### src/rtl/stream_arb_pkg.sv
// -----------------------------------------------------------------------------
// stream_arb_pkg
// Shared types and helpers for the packet-aware round-robin stream arbiter.
//   arb_state_e : arbiter FSM state (free to arbitrate / locked to one packet)
//   rr_next     : modulo-n increment of a requester index
// -----------------------------------------------------------------------------
package stream_arb_pkg;

   typedef enum logic {
      ARB_IDLE,
      ARB_LOCKED
   } arb_state_e;

   // Index of the requester after ptr, wrapping n-1 back to 0.
   function automatic int unsigned rr_next(input int unsigned ptr, input int unsigned n);
      return (ptr + 32'd1 >= n) ? 32'd0 : ptr + 32'd1;
   endfunction

endpackage

### src/rtl/rr_grant_select.sv
// -----------------------------------------------------------------------------
// rr_grant_select
// Combinational round-robin search: picks the first valid requester found
// starting at rr_ptr and moving upward, wrapping past NUM_REQ-1 to 0.
// Ports:
//   req_valid   in  NUM_REQ   per-requester valid
//   rr_ptr      in  ID_WIDTH  highest-priority index this cycle
//   grant_valid out 1         at least one requester is valid
//   grant_idx   out ID_WIDTH  selected requester (0 when none)
// -----------------------------------------------------------------------------
module rr_grant_select #(
   parameter  int NUM_REQ  = 4,
   localparam int ID_WIDTH = $clog2(NUM_REQ)
) (
   input  logic [NUM_REQ-1:0]  req_valid,
   input  logic [ID_WIDTH-1:0] rr_ptr,
   output logic                grant_valid,
   output logic [ID_WIDTH-1:0] grant_idx
);

   logic                found_hi, found_lo;
   logic [ID_WIDTH-1:0] idx_hi, idx_lo;

   // Split the ring at rr_ptr: the lowest valid index at or above the pointer
   // wins; otherwise the search wraps and the lowest valid index below it wins.
   // Scanning downward lets the last hit in each half be the lowest index.
   always_comb begin
      // NOTE: every variable driven here gets a default first, so no path through the block can infer a latch.
      found_hi = 1'b0;
      found_lo = 1'b0;
      idx_hi   = '0;
      idx_lo   = '0;
      for (int i = NUM_REQ - 1; i >= 0; i--) begin
         if (req_valid[i]) begin
            if (ID_WIDTH'(i) >= rr_ptr) begin
               found_hi = 1'b1;
               idx_hi   = ID_WIDTH'(i);
            end else begin
               found_lo = 1'b1;
               idx_lo   = ID_WIDTH'(i);
            end
         end
      end
      grant_valid = found_hi | found_lo;
      grant_idx   = found_hi ? idx_hi : idx_lo;
   end

endmodule

### src/rtl/stream_rr_arbiter.sv
// -----------------------------------------------------------------------------
// stream_rr_arbiter
// Shares one registered valid/ready stage between NUM_REQ requesters using
// round-robin arbitration. A packet that starts with last=0 locks the grant to
// its requester until the beat carrying last=1 is accepted.
// Ports:
//   clk, rst    clock (rising edge), asynchronous active-high reset
//   req_valid   in  NUM_REQ             per-requester beat valid
//   req_ready   out NUM_REQ             per-requester accept (one-hot or zero)
//   req_data    in  NUM_REQ*DATA_WIDTH  packed payloads, requester i at [i*DATA_WIDTH +: DATA_WIDTH]
//   req_last    in  NUM_REQ             per-requester end-of-packet
//   out_valid   out 1                   registered beat valid
//   out_ready   in  1                   downstream accept
//   out_data    out DATA_WIDTH          registered payload
//   out_last    out 1                   registered end-of-packet
//   out_id      out ID_WIDTH            requester that sourced the beat
// -----------------------------------------------------------------------------
module stream_rr_arbiter
   import stream_arb_pkg::*;
#(
   parameter  int NUM_REQ    = 4,
   parameter  int DATA_WIDTH = 32,
   localparam int ID_WIDTH   = $clog2(NUM_REQ)
) (
   input  logic                          clk,
   input  logic                          rst,
   input  logic [NUM_REQ-1:0]            req_valid,
   output logic [NUM_REQ-1:0]            req_ready,
   input  logic [NUM_REQ*DATA_WIDTH-1:0] req_data,
   input  logic [NUM_REQ-1:0]            req_last,
   output logic                          out_valid,
   input  logic                          out_ready,
   output logic [DATA_WIDTH-1:0]         out_data,
   output logic                          out_last,
   output logic [ID_WIDTH-1:0]           out_id
);

   arb_state_e            state, state_nxt;
   logic [ID_WIDTH-1:0]   rr_ptr, rr_ptr_nxt;
   logic [ID_WIDTH-1:0]   lock_id, lock_id_nxt;
   logic                  grant_valid;
   logic [ID_WIDTH-1:0]   grant_idx;
   logic                  load_en;
   logic                  sel_valid;
   logic [ID_WIDTH-1:0]   sel_idx;
   logic                  accept;
   logic [DATA_WIDTH-1:0] req_data_arr [NUM_REQ];

   rr_grant_select #(
      .NUM_REQ(NUM_REQ)
   ) u_grant_select (
      .req_valid  (req_valid),
      .rr_ptr     (rr_ptr),
      .grant_valid(grant_valid),
      .grant_idx  (grant_idx)
   );

   // The output stage can take a beat when it is empty or being drained.
   assign load_en = !out_valid || out_ready;

   always_comb begin
      for (int i = 0; i < NUM_REQ; i++) begin
         req_data_arr[i] = req_data[i*DATA_WIDTH +: DATA_WIDTH];
      end
   end

   // Next-state, pointer update and per-requester ready.
   always_comb begin
      state_nxt   = state;
      rr_ptr_nxt  = rr_ptr;
      lock_id_nxt = lock_id;
      sel_valid   = 1'b0;
      sel_idx     = grant_idx;
      req_ready   = '0;

      case (state)
         ARB_IDLE: begin
            sel_valid = grant_valid;
            sel_idx   = grant_idx;
            req_ready[grant_idx] = grant_valid && load_en && !rst;
         end
         ARB_LOCKED: begin
            // Only the packet owner is considered; a gap in its valid just waits.
            sel_valid = req_valid[lock_id];
            sel_idx   = lock_id;
            req_ready[lock_id] = load_en && !rst;
         end
      endcase

      accept = sel_valid && load_en;

      if (accept) begin
         if (state == ARB_IDLE) begin
            if (req_last[sel_idx]) begin
               rr_ptr_nxt = ID_WIDTH'(rr_next(32'(sel_idx), NUM_REQ));
            end else begin
               state_nxt   = ARB_LOCKED;
               lock_id_nxt = sel_idx;
            end
         end else if (req_last[sel_idx]) begin
            state_nxt  = ARB_IDLE;
            rr_ptr_nxt = ID_WIDTH'(rr_next(32'(lock_id), NUM_REQ));
         end
      end
   end

   // NOTE: sequential state uses non-blocking assignments so every flop samples pre-edge values regardless of block order.
   always_ff @(posedge clk or posedge rst) begin
      if (rst) begin
         state   <= ARB_IDLE;
         rr_ptr  <= '0;
         lock_id <= '0;
      end else begin
         state   <= state_nxt;
         rr_ptr  <= rr_ptr_nxt;
         lock_id <= lock_id_nxt;
      end
   end

   // Output register: payload only changes on an accepted beat, so a stalled
   // beat and an empty stage both hold their last contents.
   always_ff @(posedge clk or posedge rst) begin
      if (rst) begin
         out_valid <= 1'b0;
         out_data  <= '0;
         out_last  <= 1'b0;
         out_id    <= '0;
      end else if (load_en) begin
         out_valid <= accept;
         if (accept) begin
            out_data <= req_data_arr[sel_idx];
            out_last <= req_last[sel_idx];
            out_id   <= sel_idx;
         end
      end
   end

endmodule

### config.mk
export PLATFORM = sky130hd
export DESIGN_NAME = stream_rr_arbiter
export DESIGN_NICKNAME = d
export VERILOG_FILES = /design/src/rtl/stream_arb_pkg.sv /design/src/rtl/rr_grant_select.sv /design/src/rtl/stream_rr_arbiter.sv
export SDC_FILE = /design/constraint.sdc
export NUM_CORES = 1
export LEC_CHECK = 0
export BUFFER_PORTS_ARGS = -buffer_cell sky130_fd_sc_hd__clkbuf_2
export CORE_MARGIN = 2
export CORE_UTILIZATION = 35
export CTS_CLUSTER_SIZE = 10
export DETAILED_ROUTE_END_ITERATION = 10
export PLACE_DENSITY = 0.69
export SYNTH_ARGS = -nofsm -noshare
export SYNTH_HDL_FRONTEND = slang
export SYNTH_SLANG_ARGS = --single-unit
### constraint.sdc
create_clock -name clk -period 3 [get_ports clk]
set_input_delay 0.6 -clock clk [delete_from_list [all_inputs] [get_ports clk]]
set_output_delay 0.6 -clock clk [all_outputs]
set_load 0.005 [all_outputs]
==> out/metrics.cfg, run 1 <==
[logic_synthesis]
syn_inst=266
yosysSeqAreaShare_pct=37.5
synth_commonest_cells=69 x mux2i_1, 44 x nor2_1, 41 x dfrtp_1
synthDistinctLibCells=36
synth_area_per_cell_um2=10.3
synth.top_cell.area_share_pct=37.5
synth_edf_count=0
ys_top_cells_by_area=dfrtp_1 38%, mux2i_1 25%, a221oi_1 10%, nor2_1 6.0%, ha_1 1.8%
yosysMostFrequentCell=mux2i_1
syn_area_um2=2730
ys_ff_latch=41
ys.warnings.count=0
synth_nets=409
synthArstFlopShare_pct=100
yosys.area.top_type=dfrtp_1
synth-main-ff-cell=dfrtp_1

[global_route]
grt_pass1_wl_um=13000
grt_max_degree=42
grt_pass1_vias=2677
overflow=0
grt_usage_pct=18.8
antenna_found_initial=0

[setup_path]
crit_chain=clkbuf_2 -> nor4_1 -> nor2_1 -> and2_1 -> a22oi_1 -> nor2_1 -> clkbuf_2
arrival_ns=1.92
end_kind=primary output
crit_path_max_fanout=7
rr_endpoint=out_data[1]
path_delay_family=simple AND/OR/NAND/NOR gates
regToRegStartpoint=lock_id[1]
slowest_delay_ns=0.54
cp-start-kind=input port
r2r_cells=6
cp_num_buf_inv=2
path_class=input port to primary output
crit_required_ns=2.40
slowest_stage=nor4_1
ff2ff_setup_slack_ns=0.52

[timing]
final-max-slew-violation-count=0
maxSlewHeadroom_pct=55.3
max_freq_ghz=0.397
setup_tns_ns=0
tightest_slew_ns=0.670
whs_ns=0.435
rsz0062_at_grt=false
fin_crit_ns=2.52
min_period_over_period_pct=83.9
hold_violations=0
setup_viol=0
fin_worst_skew_ns=0.00331

[placed_design]
portBuffers=178
dp_hpwl_um=6270
place.gp.congestion=0.903
placed_area_um2=3720

[outcome]
status=completed

[die]
die_area_um2=8530
die_h_um=92.4
initial_core_util_pct=35.7
rows=32
ios=179
die_x_um=92.4
core-area_um2=7650

[clock_network]
cts_root_buf=clkbuf_8
postCtsSetupBuffers=0
hold_buffers=0
cts_sinks=41
clk_latency_ns=0.29
cts_tree=yes
clk_path_buf_depth=2
cts_made_buffers=5
h-tree-depth=2
clkTransAtPathRegs_ns=0.08
ctsResizeCount=0

[layout]
areaGrowthSynthToFinish_pct=40.6
nets=582
diodes=0
drive_gt1_share_pct=46.8
final_cell_area_um2=3840

[hold_path]
holdCritPathClass=input port to asynchronous set/reset pin

[drt]
vias=2769
ant_nets=0
drc=0
post_drt_wl_per_cell_um=14.7
first_pass_iters=4
drt_wl_total_um=7980
via_per_inst=5.11
drtIter0Drc=93

[pwr]
irDropWorstVdd_uv=468
p_leak_nw=2.14
power.density_nw_per_um2=986

[job]
cap_violations=0

## worst max-delay path by stage
stage | endpoint | depth (start not counted) | slack (ns) | start
detailed placement | out_data[5] | 7 | 0.26 | req_valid[2]
global route | out_data[4] | 6 | 0.29 | lock_id[1]
floorplan | req_ready[0] | 3 | 0.48 | rst
CTS | out_data[5] | 6 | 0.47 | lock_id[1]
finish | req_ready[2] | 7 | 0.48 | req_valid[0]
global placement | out_data[7] | 7 | 0.34 | req_valid[2]
## where the power goes
part | leakage (nW) | switching, mW | internal [mW]
clock network | 0.0585 | 0.188 | 0.271
logic | 1.62 | 1.17 | 1.12
registers | 0.458 | 0.197 | 0.840
total | 2.14 | 1.56 | 2.23
## flip-flops by register name, summed over array words and instances, names as in the netlist
signal / flops
out_data: 32
lock_id: 2
out_id: 2
rr_ptr: 2
out_last: 1
out_valid: 1
state: 1
## cell usage in the layout (no fill, tap or decap), types with 4 or more instances in the layout
cell	Yosys	layout
dfrtp_1	41	41
nand2_1	9	9
o21ai_0	5	5
ha_1	4	4
clkbuf_2	0	178
mux2i_1	69	69
nor2_1	44	42
inv_1	5	4
clkbuf_8	0	6
buf_4	2	7
a221oi_1	32	32
## metrics by stage
step / total power [mW] / instances / worst slack, ns / util, %
finish: 3.79 / 542 / 0.483 / 50.2
global route: 4.14 / 542 / 0.287 / 50.2
CTS: 3.84 / 542 / 0.469 / 50.2
detailed placement: 3.38 / 534 / 0.265 / 48.7
global placement: 3.31 / 534 / 0.340 / 48.7
floorplan: 2.68 / 266 / 0.481 / -
## per-layer routing
metal  GRT usage [%]  wire [um]
met1            23.7       3200
met2            33.4       4200
met3            3.74        543
met4            4.10         40
met5               0          0
## cell type report
| class | count | area [um2] |
|---|---|---|
| Fill cell | 742 | 3810 |
| Inverter | 5 | 18.8 |
| Multi-Input combinational cell | 200 | 1590 |
| Clock buffer | 7 | 86.3 |
| Sequential cell | 41 | 1030 |
| Clock inverter | 1 | 30.0 |
| Tap cell | 102 | 128 |
| Timing Repair Buffer | 186 | 963 |
## kinds of logic after synthesis
| kind of cell | count (synthesis) | synth area share, % |
|---|---|---|
| buffers and inverters | 25 | 4.67 |
| adders and majority gates | 4 | 1.83 |
| xor gates and xnor gates | 1 | 0.321 |
| muxes | 75 | 28.7 |
| and+or+nand+nor | 68 | 10.8 |
| AOI/OAI and AO/OA | 52 | 16.1 |
| DFF | 41 | 37.5 |
## worst register-to-register path, cell delays in order (launching register included)
cell and delay [ns]:
dfrtp_1 0.46, mux4_1 0.37, mux2i_1 0.16, or2_2 0.35
nor2_2 0.55, buf_4 0.35, a221oi_1 0.13
(Power assumes the default switching activity.)
==> inputs of run 2 (changes only) <==
- ABC_AREA: unset -> 1
- clock period: 3 -> 2.11 ns (I/O delays scaled with it)
==> out/metrics.cfg, run 2 <==
[clock_network]
cts_root_buf=clkbuf_8
cts_made_buffers=5  ; unchanged
cts_sinks=41  ; unchanged
clkTransAtPathRegs_ns=0.08  ; about the same
hold_buffers=0  ; unchanged
clk_path_buf_depth=2  ; unchanged
cts_tree=yes
clk_latency_ns=0.28  ; about the same
h-tree-depth=2  ; unchanged

[drt]
drc=0  ; unchanged
drt_wl_total_um=8750  ; +9.6%
ant_nets=0  ; unchanged
via_per_inst=4.66  ; -8.7%
post_drt_wl_per_cell_um=11.4  ; -23%
vias=3577  ; +29%
first_pass_iters=4  ; unchanged
drtIter0Drc=116  ; +25%

[timing]
fin_crit_ns=2.13
hold_violations=0  ; unchanged
whs_ns=0.172  ; -0.263 ns
max_freq_ghz=0.469
setup_viol=3  ; +3
rsz0062_at_grt=true
maxSlewHeadroom_pct=79.9  ; +25 points
min_period_over_period_pct=101
fin_worst_skew_ns=0.00663  ; +0.00333 ns
fin_ws_ns=-0.0205  ; -0.503 ns
final-max-slew-violation-count=0  ; unchanged
tightest_slew_ns=0.301  ; -0.370 ns

[global_route]
grt_pass1_wl_um=14800  ; +14%
grt_pass1_vias=3395  ; +27%
grt_usage_pct=18.1  ; -0.76 points
antenna_found_initial=0  ; unchanged
grt_max_degree=55  ; +31%
overflow=0  ; unchanged

[pwr]
p_seq_share_pct=24.7  ; -2.7 points
switching_power_mw=2.94  ; +89%
p_leak_nw=2.60  ; +22%
clock_power_share_pct=8.2  ; -3.9 points
combPwrFrac_pct=67.1  ; +6.6 points
power.density_nw_per_um2=1380  ; +40%
swShare_pct=49.4  ; +8.3 points
internal_power_mw=3.01  ; +35%
irDropWorstVdd_uv=636  ; +36%

[logic_synthesis]
synth_top_family_by_area=simple AND/OR/NAND/NOR gates
synth-adder-area-share_pct=1.59  ; -0.24 points
ys_top_cells_by_area=dfrtp_1 33%, nand2_1 23%, inv_1 9.3%, o211ai_1 7.6%, a21oi_1 5.7%
synth_xor_area_share_pct=0  ; -0.32 points
synth-main-ff-cell=dfrtp_1
syn_inst=487  ; +83%
ys_ff_latch=41  ; unchanged
yosysSeqAreaShare_pct=32.6  ; -4.9 points
synth_area_per_cell_um2=6.46  ; -37%
yosys.area.top_type=dfrtp_1
synth_mux_area_share_pct=0  ; -29 points
synth_commonest_cells=189 x nand2_1, 78 x inv_1, 41 x dfrtp_1
synthDistinctLibCells=25  ; -31%
syn_area_um2=3150  ; +15%
synth_nets=630  ; +54%
synthArstFlopShare_pct=100  ; unchanged
yosys.area_share.simple_pct=28.3  ; +18 points
synth_edf_count=0  ; unchanged
synth_compound_area_share_pct=21.7  ; +5.6 points
synth.top_cell.area_share_pct=32.6  ; -4.9 points
ys.warnings.count=0  ; unchanged
yosysMostFrequentCell=nand2_1

[setup_path]
cp-start-kind=flip-flop
end_kind=primary output
arrival_ns=1.71  ; -0.21 ns
path_class=flip-flop to primary output
crit_required_ns=1.69  ; -0.71 ns
crit_path_max_fanout=5  ; -2

[outcome]
status=finished with violations
violations=negative setup slack

[die]
die_h_um=98.8  ; +7.0%
die_x_um=98.8  ; +7.0%
core-area_um2=8720  ; +14%
ios=179  ; unchanged
rows=34  ; +6.3%
die_area_um2=9770  ; +14%
initial_core_util_pct=36.1  ; +0.35 points

[placed_design]
portBuffers=178  ; unchanged
dp.cells=754  ; +41%
placed_area_um2=4120  ; +11%
place.gp.congestion=0.893  ; -1.1%
dp_hpwl_um=6710  ; +7.0%

[layout]
regMostFlops=out_data
drive_gt1_share_pct=34.7  ; -12 points
areaGrowthSynthToFinish_pct=37.3
nets=801  ; +38%
final_util_pct=49.5  ; -0.69 points
final_cell_area_um2=4320  ; +12%
instances_no_fill=767  ; +42%
diodes=0  ; unchanged
mostFrequentLayoutCells=185 x nand2_1, 177 x clkbuf_2, 77 x inv_1
final_common_cell=nand2_1
largest_register_ffs=32  ; unchanged

[job]
cap_violations=0  ; unchanged

[hold_path]
holdCritPathClass=input port to asynchronous set/reset pin

## run 2: power by group through the flow
stage	clock [mW]	combinational, mW	sequential, mW
6_report	0.490	3.99	1.47
3_3_place_gp	0	3.83	1.46
4_1_cts	0.524	4.00	1.46
5_1_grt	0.550	4.63	1.53
3_5_place_dp	0	3.93	1.46
2_1_floorplan	0	2.89	1.46
## run 2: path summary, 6_finish.rpt
path / start / endpoint / slack [ns] / cells past startpoint
min: rst / out_valid / 0.17 / 3
max: rr_ptr[1] / req_ready[3] / -0.02 / 8
max reg2reg: rr_ptr[1] / out_data[20] / 0.18 / 10
max in group asynchronous: rst / rr_ptr[1] / 1.73 / 3
min reg2reg: out_data[7] / out_data[7] / 0.48 / 2
min in group clk: req_data[60] / out_data[28] / 0.44 / 5
## run 2: worst max-delay path: stages (launching register included)
cell and delay [ns]:
dfrtp_2 0.45, nand2_4 0.09, a21oi_4 0.18, and2_4 0.18
nand3_4 0.06, nand2_4 0.10, nor2_1 0.05, a32o_1 0.20
clkbuf_2 0.11
## run 2: layer usage
metal  vias up  part of all wire [%]  wire, um  GRT usage, %
li1       1885                     -         -             -
met1      1564                    42      3680          22.4
met2       118                    51      4450          32.4
met3        10                   5.8       506          3.19
met4         0                   1.3       116          4.74
met5         -                     0         0             0
## run 2: cell families after synthesis
kind of cell / Yosys count
flip-flops: 41
AO/OA/AOI/OAI: 115
buffers and inverters: 109
AND/OR/NAND/NOR: 218
adder cells (fa/ha/maj): 4
## run 2: what timing repair did
action / 4_1_cts / 5_1_grt
setup buffers: 3 / 2
gates resized for setup: 11 / 10
setup endpoints to repair: 4 / 7
pin swaps: 4 / 4
## run 2: metrics by stage
| stage | TNS (ns) | power (mW) | setup slack [ns] |
|---|---|---|---|
| global placement | 0 | 5.29 | 0.164 |
| finish | -0.0380 | 5.95 | -0.0205 |
| detailed placement | 0 | 5.39 | 0.100 |
| global route | -0.284 | 6.71 | -0.0872 |
| floorplan | 0 | 4.36 | 0.443 |
| CTS | -0.0262 | 5.98 | -0.0183 |
## run 2: final cells by class
| type | count | area, um2 |
|---|---|---|
| fillers | 879 | 4400 |
| clock inverters | 2 | 10.0 |
| flip-flops and latches | 41 | 1030 |
| repair buffers | 194 | 1060 |
| well taps | 108 | 135 |
| multi-input cells | 337 | 1720 |
| inverters | 79 | 297 |
| clock buffers | 6 | 72.6 |
